**src/rtl/cnn_pkg.sv**
```systemverilog
// -----------------------------------------------------------------------------
// cnn_pkg
// Shared definitions for the CNN accelerator upsampling path.
//   MODE_24 / MODE_8 : encodings of the upsampler mode select
//   IW_24 / IW_8     : input row width (and height) for each mode
//   fsm_t            : upsampler FSM states (FILL, REPLAY)
//   mode_width()     : maps a mode select to its input width
// -----------------------------------------------------------------------------
package cnn_pkg;

    localparam logic MODE_24 = 1'b0;
    localparam logic MODE_8  = 1'b1;

    localparam int IW_24 = 12;
    localparam int IW_8  = 4;

    typedef enum logic {
        FILL   = 1'b0,
        REPLAY = 1'b1
    } fsm_t;

    // Input maps are square, so this is both the row width and the row count.
    function automatic int unsigned mode_width(input logic mode);
        return (mode == MODE_8) ? IW_8 : IW_24;
    endfunction

endpackage

```
**src/rtl/line_buffer_1r1w.sv**
```systemverilog
// -----------------------------------------------------------------------------
// line_buffer_1r1w
// One-row pixel store: DEPTH x DW register array, one synchronous write port
// and one asynchronous read port. A write to the address being read is
// forwarded straight onto the read data. Contents are not reset.
// Ports:
//   clk      in   clock, rising edge
//   i_we     in   write enable
//   i_waddr  in   write address
//   i_wdata  in   write data
//   i_raddr  in   read address
//   o_rdata  out  read data (combinational)
// -----------------------------------------------------------------------------
module line_buffer_1r1w #(
    parameter int DW    = 8,
    parameter int DEPTH = 12,
    parameter int AW    = $clog2(DEPTH)
) (
    input  logic          clk,
    input  logic          i_we,
    input  logic [AW-1:0] i_waddr,
    input  logic [DW-1:0] i_wdata,
    input  logic [AW-1:0] i_raddr,
    output logic [DW-1:0] o_rdata
);

    logic [DW-1:0] r_mem [DEPTH];

    always_ff @(posedge clk) begin
        if (i_we) begin
            r_mem[i_waddr] <= i_wdata;
        end
    end

    assign o_rdata = (i_we && (i_waddr == i_raddr)) ? i_wdata : r_mem[i_raddr];

endmodule

```
**src/rtl/upsample_2x2.sv**
```systemverilog
// -----------------------------------------------------------------------------
// upsample_2x2
// 2x2 nearest-neighbour upsampler. Consumes a row-major stream of pooled
// pixels (12x12 or 4x4) and emits the 2x expanded map (24x24 or 8x8).
// Each input row is emitted twice: first interleaved with the incoming
// pixels (FILL, which also stores the row), then replayed from the line
// buffer (REPLAY).
// Optional build macro:
//   UPSAMPLE_ZERO_FILL_EN : zero-insertion variant; every non-original output
//                           position is 0 and no line buffer is built.
// Ports:
//   clk     in   clock, rising edge
//   rstn    in   asynchronous active-low reset
//   state   in   mode select (0: 12x12 -> 24x24, 1: 4x4 -> 8x8), sampled at frame start
//   ivalid  in   input pixel valid
//   iready  out  input accept
//   din     in   input pixel
//   ovalid  out  output pixel valid (registered)
//   oready  in   downstream accept
//   dout    out  output pixel (registered)
//   oeol    out  last pixel of an output row
//   oeof    out  last pixel of an output frame
// -----------------------------------------------------------------------------
module upsample_2x2 import cnn_pkg::*; #(
    parameter int DW   = 8,
    parameter int MAXW = 12
) (
    input  logic          clk,
    input  logic          rstn,
    input  logic          state,
    input  logic          ivalid,
    output logic          iready,
    input  logic [DW-1:0] din,
    output logic          ovalid,
    input  logic          oready,
    output logic [DW-1:0] dout,
    output logic          oeol,
    output logic          oeof
);

    localparam int CW = $clog2(MAXW);

    fsm_t          r_fsm,    w_fsm_next;
    logic [CW-1:0] r_col,    w_col_next;
    logic [CW-1:0] r_row,    w_row_next;
    logic          r_dup,    w_dup_next;
    logic          r_mode,   w_mode_next;
    logic          r_ovalid, w_ovalid_next;
    logic [DW-1:0] r_dout,   w_dout_next;
    logic          r_oeol,   w_oeol_next;
    logic          r_oeof,   w_oeof_next;
    logic          r_run;

    logic          w_slot_free;
    logic          w_xfer;
    logic          w_frame_start;
    logic          w_last_col;
    logic          w_last_row;
    logic [CW-1:0] w_iw_m1;
    logic [DW-1:0] w_line_rd;

    // Maps are square: the same limit bounds both col and row.
    assign w_iw_m1       = CW'(mode_width(r_mode) - 1);
    assign w_last_col    = (r_col == w_iw_m1);
    assign w_last_row    = (r_row == w_iw_m1);
    assign w_slot_free   = !r_ovalid || oready;
    assign w_frame_start = (r_fsm == FILL) && (r_row == '0) && (r_col == '0) && !r_dup;

    // r_run keeps iready low until the first edge after reset release.
    assign iready = r_run && (r_fsm == FILL) && !r_dup && w_slot_free;
    assign w_xfer = ivalid && iready;

`ifndef UPSAMPLE_ZERO_FILL_EN
    line_buffer_1r1w #(
        .DW    (DW),
        .DEPTH (MAXW),
        .AW    (CW)
    ) u_line_buffer (
        .clk     (clk),
        .i_we    (w_xfer),
        .i_waddr (r_col),
        .i_wdata (din),
        .i_raddr (r_col),
        .o_rdata (w_line_rd)
    );
`else
    // Zero insertion: every replayed/duplicate position carries 0.
    assign w_line_rd = '0;
`endif

    always_comb begin
        w_fsm_next    = r_fsm;
        w_col_next    = r_col;
        w_row_next    = r_row;
        w_dup_next    = r_dup;
        w_mode_next   = r_mode;
        w_ovalid_next = r_ovalid;
        w_dout_next   = r_dout;
        w_oeol_next   = r_oeol;
        w_oeof_next   = r_oeof;

        // Nothing moves while the output register holds an unaccepted pixel.
        if (w_slot_free) begin
            if (w_frame_start) begin
                w_mode_next = state;
            end

            unique case (r_fsm)
                FILL: begin
                    if (!r_dup) begin
                        if (w_xfer) begin
                            w_dout_next   = din;
                            w_ovalid_next = 1'b1;
                            w_dup_next    = 1'b1;
                            w_oeol_next   = 1'b0;
                            w_oeof_next   = 1'b0;
                        end else begin
                            w_ovalid_next = 1'b0;
                        end
                    end else begin
                        // Horizontal duplicate of the pixel just accepted.
                        w_dout_next   = w_line_rd;
                        w_ovalid_next = 1'b1;
                        w_dup_next    = 1'b0;
                        w_oeof_next   = 1'b0;
                        if (w_last_col) begin
                            w_oeol_next = 1'b1;
                            w_col_next  = '0;
                            w_fsm_next  = REPLAY;
                        end else begin
                            w_oeol_next = 1'b0;
                            w_col_next  = r_col + 1'b1;
                        end
                    end
                end
                REPLAY: begin
                    // Vertical duplicate: whole stored row, each pixel twice.
                    w_dout_next   = w_line_rd;
                    w_ovalid_next = 1'b1;
                    w_dup_next    = !r_dup;
                    w_oeol_next   = 1'b0;
                    w_oeof_next   = 1'b0;
                    if (r_dup) begin
                        if (w_last_col) begin
                            w_col_next  = '0;
                            w_oeol_next = 1'b1;
                            w_fsm_next  = FILL;
                            if (w_last_row) begin
                                w_oeof_next = 1'b1;
                                w_row_next  = '0;
                            end else begin
                                w_row_next  = r_row + 1'b1;
                            end
                        end else begin
                            w_col_next = r_col + 1'b1;
                        end
                    end
                end
                default: begin
                    w_fsm_next = FILL;
                end
            endcase
        end
    end

    always_ff @(posedge clk or negedge rstn) begin
        if (!rstn) begin
            r_fsm    <= FILL;
            r_col    <= '0;
            r_row    <= '0;
            r_dup    <= 1'b0;
            r_mode   <= MODE_24;
            r_ovalid <= 1'b0;
            r_dout   <= '0;
            r_oeol   <= 1'b0;
            r_oeof   <= 1'b0;
            r_run    <= 1'b0;
        end else begin
            r_fsm    <= w_fsm_next;
            r_col    <= w_col_next;
            r_row    <= w_row_next;
            r_dup    <= w_dup_next;
            r_mode   <= w_mode_next;
            r_ovalid <= w_ovalid_next;
            r_dout   <= w_dout_next;
            r_oeol   <= w_oeol_next;
            r_oeof   <= w_oeof_next;
            r_run    <= 1'b1;
        end
    end

    assign ovalid = r_ovalid;
    assign dout   = r_dout;
    assign oeol   = r_oeol;
    assign oeof   = r_oeof;

endmodule

```
**config.mk**
```make
export PLATFORM = sky130hd
export DESIGN_NAME = upsample_2x2
export DESIGN_NICKNAME = d
export VERILOG_FILES = /design/src/rtl/cnn_pkg.sv /design/src/rtl/line_buffer_1r1w.sv /design/src/rtl/upsample_2x2.sv
export SDC_FILE = /design/constraint.sdc
export NUM_CORES = 1
export LEC_CHECK = 0
export CAP_MARGIN = 25
export CORE_MARGIN = 5
export CORE_UTILIZATION = 50
export DETAILED_ROUTE_END_ITERATION = 16
export GPL_TIMING_DRIVEN = 0
export PLACE_DENSITY = 0.68
export REMOVE_ABC_BUFFERS = 1
export SYNTH_ARGS = -nofsm -noshare
export SYNTH_HDL_FRONTEND = slang
export SYNTH_SLANG_ARGS = --single-unit
```
**constraint.sdc**
```tcl
create_clock -name clk -period 2 [get_ports clk]
set_input_delay 0.3 -clock clk [delete_from_list [all_inputs] [get_ports clk]]
set_output_delay 0.3 -clock clk [all_outputs]
set_load 0.03 [all_outputs]
```
# Word level (Yosys, flattened, before mapping)
# Memories as Yosys holds them, arrays and structs flattened.
# Cells that the tools add are included.
[totals]
memories = 1
ram_bits = 96
input_bits = 13
out_inout_bits = 12
reg_bits = 23
[mem_list]
columns = ["memory", "depth", "width", "read_ports", "rd_clocked_by_memory_dff", "wr", "line", "rtl"]
rows = [
  ["u_line_buffer.r_mem", 12, 8, 1, 0, 1, "line_buffer_1r1w.sv:27", "logic [DW-1:0] r_mem [DEPTH];"],
]
[classes]
mux = 27
n_addsub = 3
n_eq_ne = 3
bitwise = 1
reduce_logical = 16
[op_table]
columns = ["operator", "count"]
rows = [
  ["$mux 8", 3],
  ["$mux 4", 4],
  ["$pmux 8 s2", 1],
  ["$mux 1", 14],
  ["$pmux 1 s2", 5],
  ["$add 4x1->4 const B", 2],
  ["$eq 4x4->1", 2],
  ["$logic_not 4->1", 2],
  ["$logic_and 1x1->1", 7],
  ["$reduce_and 2->1", 3],
  ["$reduce_and 4->1", 1],
  ["$sub 4x1->4 const B", 1],
  ["$ne 3x2->1 const B", 1],
  ["$logic_not 1->1", 2],
  ["$logic_or 1x1->1", 1],
  ["$not 1->1", 1],
]

# Logic depth before layout (Yosys ltp)
# Gate-level depths: netlist of the first run.
[logic_depth]
ltp_word = 8
ltp_mapped = 8
depth_no_buf = 6

# By module
# Synthesis of the first run repeated with hierarchy kept, for this count alone.
[hier_totals]
cells_unflattened = 316
hier_area_um2 = 5048.6
[modules_own_cells]
columns = ["module", "area_each_um2", "seq_area_each_um2", "cells_per_inst", "instances"]
rows = [
  ["line_buffer_1r1w", 3891.2, 2882.8, 201, 1],
  ["upsample_2x2", 1157.4, 575.6, 115, 1],
]

# Worst setup path after synthesis of the first run
# No wires, ideal clock.
[synth_timing]
path_type = "register -> register"
from = "register r_ovalid, in the netlist ovalid"
to = "memory u_line_buffer.r_mem[0][0] (enable)"
synth_period_minus_slack_ns = 1.790
t_required_ns = 1.668
arrival_time_ns = 1.458
slack_ns = 0.210
path_stages_with_launch = 6
path_cell_list = "dfrtp_1 nand2b_1 buf_2 and3_1 buf_2 and3_1"
[synth_via]
elab_chain_cells = 6
[synth_lines]
columns = ["element", "line", "rtl"]
rows = [
  ["start, declared", "upsample_2x2.sv:48", "logic r_ovalid, w_ovalid_next;"],
  ["start signal, assigned", "upsample_2x2.sv:184", "r_ovalid <= w_ovalid_next;"],
  ["$logic_not 1->1", "upsample_2x2.sv:66", "assign w_slot_free = !r_ovalid || oready;"],
  ["$logic_or 1x1->1", "upsample_2x2.sv:66", ""],
  ["$logic_and 1x1->1", "upsample_2x2.sv:70", "assign iready = r_run && (r_fsm == FILL) && !r_dup && w_slot_free;"],
  ["$logic_and 1x1->1", "upsample_2x2.sv:71", "assign w_xfer = ivalid && iready;"],
  ["$mux 1", "line_buffer_1r1w.sv:30", "if (i_we) begin"],
  ["$mux 1 (not written as such)", "line_buffer_1r1w.sv:31", "r_mem[i_waddr] <= i_wdata;"],
  ["end, declared", "line_buffer_1r1w.sv:27", ""],
]
# No other way between the ends.

# Worst setup path in the final report of the first run
[layout_timing]
from = "register r_dup"
to = "output port iready"
[layout_via]
elab_chain_cells = 3
[layout_lines]
columns = ["element", "line", "rtl"]
rows = [
  ["start, declared", "upsample_2x2.sv:46", "logic r_dup, w_dup_next;"],
  ["start signal, assigned", "upsample_2x2.sv:182", "r_dup <= w_dup_next;"],
  ["$logic_not 1->1", "upsample_2x2.sv:70", ""],
  ["$logic_and 1x1->1 (2 in series)", "upsample_2x2.sv:70", ""],
  ["end, declared", "upsample_2x2.sv:32", "output logic iready,"],
]
# No other way between the ends.

==> summary by stage, run 1 <==
Run status
The flow ran to the end, and the final reports show no timing, DRC or antenna violations.

Power and ir drop
The total power is roughly 8.3 mW. The net switching fraction of the power is a little under a third. For this design the total switching power over the nets is 2.61 mW. The power share of the sequential group is 37.9%.

The static power due to leakage is 2.11 nW. Of the total power, combinational logic draws 27.4%. The clock network is responsible for between 30% and 40% of the overall power. For this design the ratio of total power to cell area is 1400 nW/um^2. The highest ir drop seen on vdd is between 1000 and 1500 uV. The internal portion of total power is ~5.7 mW.

Yosys
The register bit count reported by yosys is 119. In the synthesized netlist, the number of instances is 291. The number of warnings reported in the yosys synthesis log is 0.

The largest total area in the synthesized netlist belongs to sky130_fd_sc_hd__edfxtp_1. For this run, the register share of the synthesized area comes to 71.2%. The number of distinct library cell variants in the gate-level netlist after synthesis is 41. The share of the synthesized area in the top cell type is 59.3%. In the post-synthesis netlist, the biggest area contributors are sky130_fd_sc_hd__edfxtp_1 (59%), sky130_fd_sc_hd__dfrtp_1 (12%), sky130_fd_sc_hd__mux4_2 (7.0%). The synthesized area divided by synthesized cell count is approximately 17 um^2.

After synthesis the cells add up to between 4000 and 5000 um^2.

Run
The number of maximum-capacitance constraint violations is 0.

Place
The total placed instance area is 5250 um^2. Routability-driven placement finished with a final weighted congestion of 0.800. The count of buffers from port buffering is 24. After detailed placement, the design holds a cell count of 437. Once detailed placement completed, the half-perimeter wirelength came to just over 6 mm. The worst setup timing slack at the placement stage is -739 ps.

Global routing
After global routing the overflow that remains totals 0. The via count of the first global-routing pass is 2,908. Entering global routing, the biggest net connects 20 pins. The combined global-route utilization of all metal layers is 18.9%. The first global-routing pass estimated 16.0 mm of wire. The initial antenna violation count came to 0.

Clock network
The H-tree level count is 4. The maximum clock path buffer count is 2. Clock-pin slew was measured on the worst setup and hold paths at roughly 60 ps.

The tree built by TritonCTS fans out to 119 sinks. TritonCTS built the clock tree. In this run the clock root is driven by a sky130_fd_sc_hd__clkbuf_8. Clock latency on the worst-skew pair, taken at its later pin, is around 510 ps. The number of CTS-inserted buffers is 17.

Cells and area
The area growth from synthesis to final layout is 22.3%. The antenna diode instance count is 0. The final cell count without fillers is around 480. The number of nets at the end of the flow is 350. The cell area after layout is between 5000 and 6000 um^2. The fraction of final layout cells with drive strength greater than 1 is about a quarter.

STA
The clock tree skew after final layout is approximately 10 ps. The max-slew violation count is 0. Setup slack on the critical path of the routed design comes to 43.9 ps. The routed design could run at a clock period as short as 1960 ps. The slew at the pin closest to its max-slew limit is 925 ps. The setup TNS after final layout is 0 ps.

The maximum clock rate is between 0.5 and 0.6 GHz. Measured against its own limit, the worst slew margin works out to 37.9%. The final hold violation count is 0. Setup violations remaining at the end of the flow were counted as 0. The worst path uses 97.8% of the clock period. Setup repair after global routing could not meet its margin everywhere.

Die
The floorplan row count is 36. The die covers 11,800 um^2. For this configuration, the core starts out at a cell density of 50.4%. The die boundary height is 109 um. The floorplan step set the die width to between 100 and 150 um.

After floorplanning, the core was sized to cover 9640 um^2. The I/O pin count is 25.

Routing
After detailed routing, the number of vias per cell comes to 5.65. The remaining antenna violation count is 0. After the first detailed-routing iteration, the DRC count stood at 198. Dividing the detail-routed wire length by the instance count gives ~22 um.

For this block, the routed nets add up to between 10 and 15 mm of wire. The detailed-routing iteration count for the pre-antenna-repair pass is 5. The via count of the routed design is 2,695. The final routed DRC violation total is 0.

Min path
The class of the tightest hold or removal check is input port to async pin.

Setup path
The element type at the critical path start is a register. The beginning of the worst register-to-register path is r_dup. The arrival time at the worst endpoint is approximately 1700 ps.

The maximum fanout encountered on the critical timing path is 7. The worst setup path is captured at an output port. The required time of the critical path is 1700 ps. The critical path is of the register to output port type. In this run the worst setup path begins at r_dup.
power groups by stage:
| stage | sequential (mW) | clock, mW | combinational (mW) |
|---|---|---|---|
| floorplan | 3.43 | 0 | 0.999 |
| global placement | 3.40 | 0 | 1.72 |
| detailed placement | 3.35 | 0 | 1.85 |
| CTS | 3.14 | 2.90 | 2.28 |
| global route | 3.18 | 3.02 | 2.45 |
| finish | 3.15 | 2.87 | 2.27 |
repair_timing:
action | 4_1_cts | 5_1_grt
endpoints found under the setup margin | 115 | 90
gates resized for setup | 16 | 2
hold buffers | 0 | 0
buffers inserted | 8 | 0
gates cloned | 0 | 0
endpoints found under the hold margin | 0 | 0
worst max-delay path, stage by stage, from the launching register on:
cell and delay [ps]:
sky130_fd_sc_hd__dfrtp_1 450, sky130_fd_sc_hd__nor2_2 240, sky130_fd_sc_hd__and3_1 180, sky130_fd_sc_hd__clkdlybuf4s15_2 290
cells in the final DEF (no fill, tap or decap), drive strengths merged, types with 2 or more instances in the layout:
master | netlist | final
buf | 10 | 10
nand3 | 3 | 3
nand2 | 27 | 27
nor3 | 3 | 3
clkdlybuf4s50 | 0 | 23
o21ai | 14 | 14
clkbuf | 3 | 18
nor2b | 4 | 4
and3 | 7 | 7
clkinv | 0 | 3
xor2 | 2 | 2
dfrtp | 23 | 23
clkinvlp | 0 | 4
nand2b | 2 | 2
a31oi | 2 | 2
a222oi | 8 | 8
mux4 | 15 | 15
edfxtp | 96 | 96
o22ai | 9 | 9
mux2i | 9 | 9
and3b | 2 | 2
a21oi | 2 | 2
ha | 6 | 6
mux2 | 13 | 13
and2 | 11 | 11
nor2 | 3 | 3
inv | 7 | 13
or2 | 2 | 2
nand4 | 2 | 2
synthesized netlist by cell type, drive strengths merged:
cell and count:
a211o 1, a211oi 1, a21oi 2, a222oi 8
a31oi 2, and2 11, and3 7, and3b 2
buf 10, clkbuf 3, conb 1, dfrtp 23
edfxtp 96, ha 6, inv 7, mux2 13
mux2i 9, mux4 15, nand2 27, nand2b 2
nand3 3, nand4 2, nor2 3, nor2b 4
nor3 3, o21ai 14, o22ai 9, o311ai 1
or2 2, or3 1, xnor2 1, xor2 2
registers in the layout, summed over array words and instances, names as in the netlist:
register and count:
dout 8, oeof 1, oeol 1, ovalid 1
r_col 4, r_dup 1, r_fsm 1, r_mode 1
r_row 4, r_run 1, u_line_buffer.r_mem 96
cell families (layout without fill, tap and decap cells):
kind of cell               after synthesis  in the layout  share of synthesized area (%)
muxes                                   37             37                           12.0
xor gates and xnor gates                 3              3                          0.695
DFF                                    119            119                           71.2
other                                    1              1                         0.0772
AOI/OAI and AO/OA                       38             38                           5.23
buffers and inverters                   20             73                           1.98
adders and majority gates                6              6                           1.55
and+or+nand+nor                         67             67                           7.31
final cells by class:
cell class / instances / area, um^2
multi-input combinational: 152 / 1320
inverter: 7 / 26.3
clock inverter: 14 / 138
tap: 133 / 166
clock buffer: 18 / 428
timing repair buffer: 34 / 393
sequential: 119 / 3470
fill: 747 / 3700
path summary, 6_finish.rpt:
kind / endpoint / slack, ps / depth (start not counted)
worst max-delay path: iready / 40 / 3
worst min-delay path: r_col[1] / 170 / 1
worst max register to register: u_line_buffer.r_mem[5][2] / 70 / 4
worst min register to register: oeol / 470 / 2
max in group asynchronous: r_col[0] / 1340 / 2
min in group clk: r_mode / 430 / 2
metal layers:
| layer | GRT usage [%] | routed length [um] |
|---|---|---|
| met4 | 5.59 | 163 |
| met5 | 0 | 0 |
| met3 | 5.73 | 642 |
| met1 | 24.2 | 4190 |
| met2 | 31.1 | 5310 |
stage by stage:
stage                     hold slack, ps  utilization (%)
after floorplan                     4.41                -
after global placement               459             53.9
after detailed placement             464             54.5
after CTS                            161             61.6
after global routing                 206             61.6
final                                170             61.6
Note: power is estimated with default switching activity, not from simulation.
==> inputs of run 2 (changes only) <==
SETUP_SLACK_MARGIN = 0.05   (was not set)
==> run 2 against run 1 <==
  * Flip-flop and latch count unchanged
  * Die area unchanged
  * Wire length shrank 0.58%
  * Clock power barely moved
  * First-iteration DRC count fell by 4.5%
  * Register-to-register slack improved by 30 ps
  * Largest cell class unchanged
==> summary by stage, run 2 (synthesized netlist as in run 1, its figures left out) <==
Die
The die extent in x came to 109 um (unchanged). The die boundary height is 109 um (unchanged). The area of the die is 11,800 um^2 (unchanged).

The floorplan row count is 36 (unchanged). The initial standard-cell utilization of the core is 50.4% (unchanged). The core area is 9640 um^2 (unchanged).

The I/O pin count is 25 (unchanged).

Global routing
The via count of the first global-routing pass came to 2,921 (+0.45%). The sum of overflow across all layers after global routing is 0 (unchanged). The global-route wire length before repair is 16.0 mm (+0.34%). The initial antenna violation count is 0 (unchanged). The combined global-route utilization of all metal layers is 18.9% (+0.052 points). The largest net degree at the start of global routing is 20 (unchanged).

Clock network
The hold buffer count at cts is 0 (unchanged). The H-tree level count came to 4 (unchanged). TritonCTS built the clock tree.

The tree is rooted in a sky130_fd_sc_hd__clkbuf_8. The number of CTS-inserted buffers is 17 (unchanged). The maximum clock path buffer count is 2 (unchanged). The clock latency reported for the late side of the worst-skew pair is 510 ps (about the same). The CTS sink count is 119 (unchanged).

The clock-pin slew of the registers on the worst-case setup and hold paths is 60 ps (about the same).

Cells and area
The antenna diode instance count came to 0 (unchanged). The combined area of the multi-input logic cells is 1340 um^2 (+1.0%). Compared with the post-synthesis result, the final layout area differs by 22.6%. The number of fillers in the final layout came to 742 (-0.67%). The library cell used most frequently in the layout, excluding fill and tap cells, is sky130_fd_sc_hd__edfxtp_1. The area used by sequential logic in the layout is 3470 um^2 (about the same). More flip-flops sit in one register than any other, and that register is u_line_buffer.r_mem. The number of flip-flops in the largest register is 96 (unchanged). The top cell types in the final layout, fill and taps aside, are sky130_fd_sc_hd__edfxtp_1 (96), sky130_fd_sc_hd__nand2_1 (27), sky130_fd_sc_hd__clkdlybuf4s50_1 (23), sky130_fd_sc_hd__dfrtp_1 (20), sky130_fd_sc_hd__clkbuf_16 (16). The final core utilization is 61.8% (+0.16 points). The fraction of final layout cells with drive strength greater than 1 is 27.0% (+1.5 points).

The number of nets at the end of the flow is 350 (unchanged).

Routing
The detail-routed via count per cell is 5.64 (-0.22%). The average routed wire per standard cell is 21.5 um (-0.58%). The via count of the routed design is 2,689 (-0.22%). The final routed DRC violation total is 0 (unchanged). The remaining antenna violation count came to 0 (unchanged). The detailed-routing iteration count for the pre-antenna-repair pass was 4 (-1). The total detailed-routing wirelength came to 10.2 mm (-0.58%). The number of violations reported at the end of detailed-routing iteration 0 is 189 (-4.5%).

Place
The final estimated routing congestion in global placement is 0.800 (unchanged). The count of buffers from port buffering is 24 (unchanged). The placed wire-length estimate after detailed placement came to 6.11 mm (unchanged). The worst setup timing slack at the placement stage is -739 ps (unchanged).

Setup path
The type of element capturing the critical path is a register. The number of buffers and inverters on the critical path is 0 (-1). The slowest stage of the critical path belongs to the cell sky130_fd_sc_hd__dfrtp_4. STA classifies the critical path startpoint as a register.

The family of cells with the greatest summed delay on the critical path is simple AND/OR/NAND/NOR gates. The required time of the critical path was 2380 ps (+680 ps). The arrival time at the worst endpoint is 2280 ps (+620 ps). The setup path with the least slack is of type register to register. Traced cell by cell, the critical path runs through ha_1 -> nor2b_1 -> nand4_2 -> or2_4 -> mux2_4.

The depth of the worst register-to-register path was 5 (+1). The maximum fanout encountered on the critical timing path is 6 (-1). The total number of cells along the worst setup path is 5 (+2). The delay of the slowest critical-path stage is 470 ps (+20 ps).

Power and ir drop
The static power due to leakage is 2.11 nW (about the same). The power density over the cells is 1400 nW/um^2 (about the same). The highest ir drop seen on vdd came to 1210 uV (about the same).

STA
The minimum period implied by the final worst setup slack is 1900 ps (-58.5 ps). The portion of the clock cycle consumed by the worst path in the final layout is 94.9% (-2.9 points). The total setup violations reported at the end of the flow came to 0 (unchanged).

The final hold violation count came to 0 (unchanged). The setup TNS after final layout is 0 ps (unchanged). The clock tree skew after final layout is 12.1 ps (+2.19 ps). The max-slew violation count was 0 (unchanged). The slew at the pin closest to its max-slew limit is 633 ps (-293 ps). The least setup slack across all paths after layout was 102 ps (+58.5 ps). Setup repair after global routing could not meet its margin everywhere. The headroom to the max-slew limit came to 57.8% (+20 points). The maximum clock rate is 0.527 GHz (+3.1%).

Run
The number of maximum-capacitance constraint violations is 0 (unchanged).

Run status
The run finished with clean final reports.

Min path
The path class of the tightest hold or removal check is input port to async pin.
==> run 2: layer usage <==
layer | up-vias | GRT usage (%) | part of all wire [%]
met1 | 1365 | 24.2 | 40
met2 | 96 | 31.3 | 52
met5 | - | 0 | 0
li1 | 1214 | - | -
met3 | 14 | 5.73 | 7.1
met4 | 0 | 5.59 | 1.7
==> run 2: repair_timing <==
action / 4_1_cts / 5_1_grt
setup buffers: 8 / 0
setup endpoints to repair: 117 / 68
resized for setup: 18 / 6
pin swaps: 0 / 2
==> run 2: report_power, final <==
group / leakage [nW] / switching (mW) / internal (mW)
clock: 0.267 / 1.16 / 1.71
sequential: 1.15 / 0.230 / 2.93
combinational: 0.691 / 1.23 / 1.06
total: 2.11 / 2.62 / 5.69
==> run 2: final timing paths <==
path	from	end	slack [ps]
max reg2reg	r_col[0]	r_row[1]	100
min reg2reg	oeol	oeol	470
min	rstn	r_col[1]	170
max	r_col[0]	r_row[1]	100
min in group clk	state	r_mode	430
max in group asynchronous	rstn	r_dup	1340
==> run 2: per-stage QoR <==
step | cell area [um^2] | power, mW | hold slack, ps | cells
2_1_floorplan | 4790 | 4.43 | 4.41 | 278
3_3_place_gp | 5190 | 5.12 | 459 | 435
3_5_place_dp | 5250 | 5.20 | 464 | 437
4_1_cts | 5940 | 8.33 | 161 | 477
5_1_grt | 5950 | 8.67 | 206 | 477
6_report | 5950 | 8.31 | 170 | 477
==> run 2: layout make-up <==
cell class	count	area share [%]
multi-input combinational	152	22.4
clock buffer	18	7.19
tap	133	2.79
inverter	7	0.441
sequential	119	58.2
clock inverter	14	2.31
timing repair buffer	34	6.60
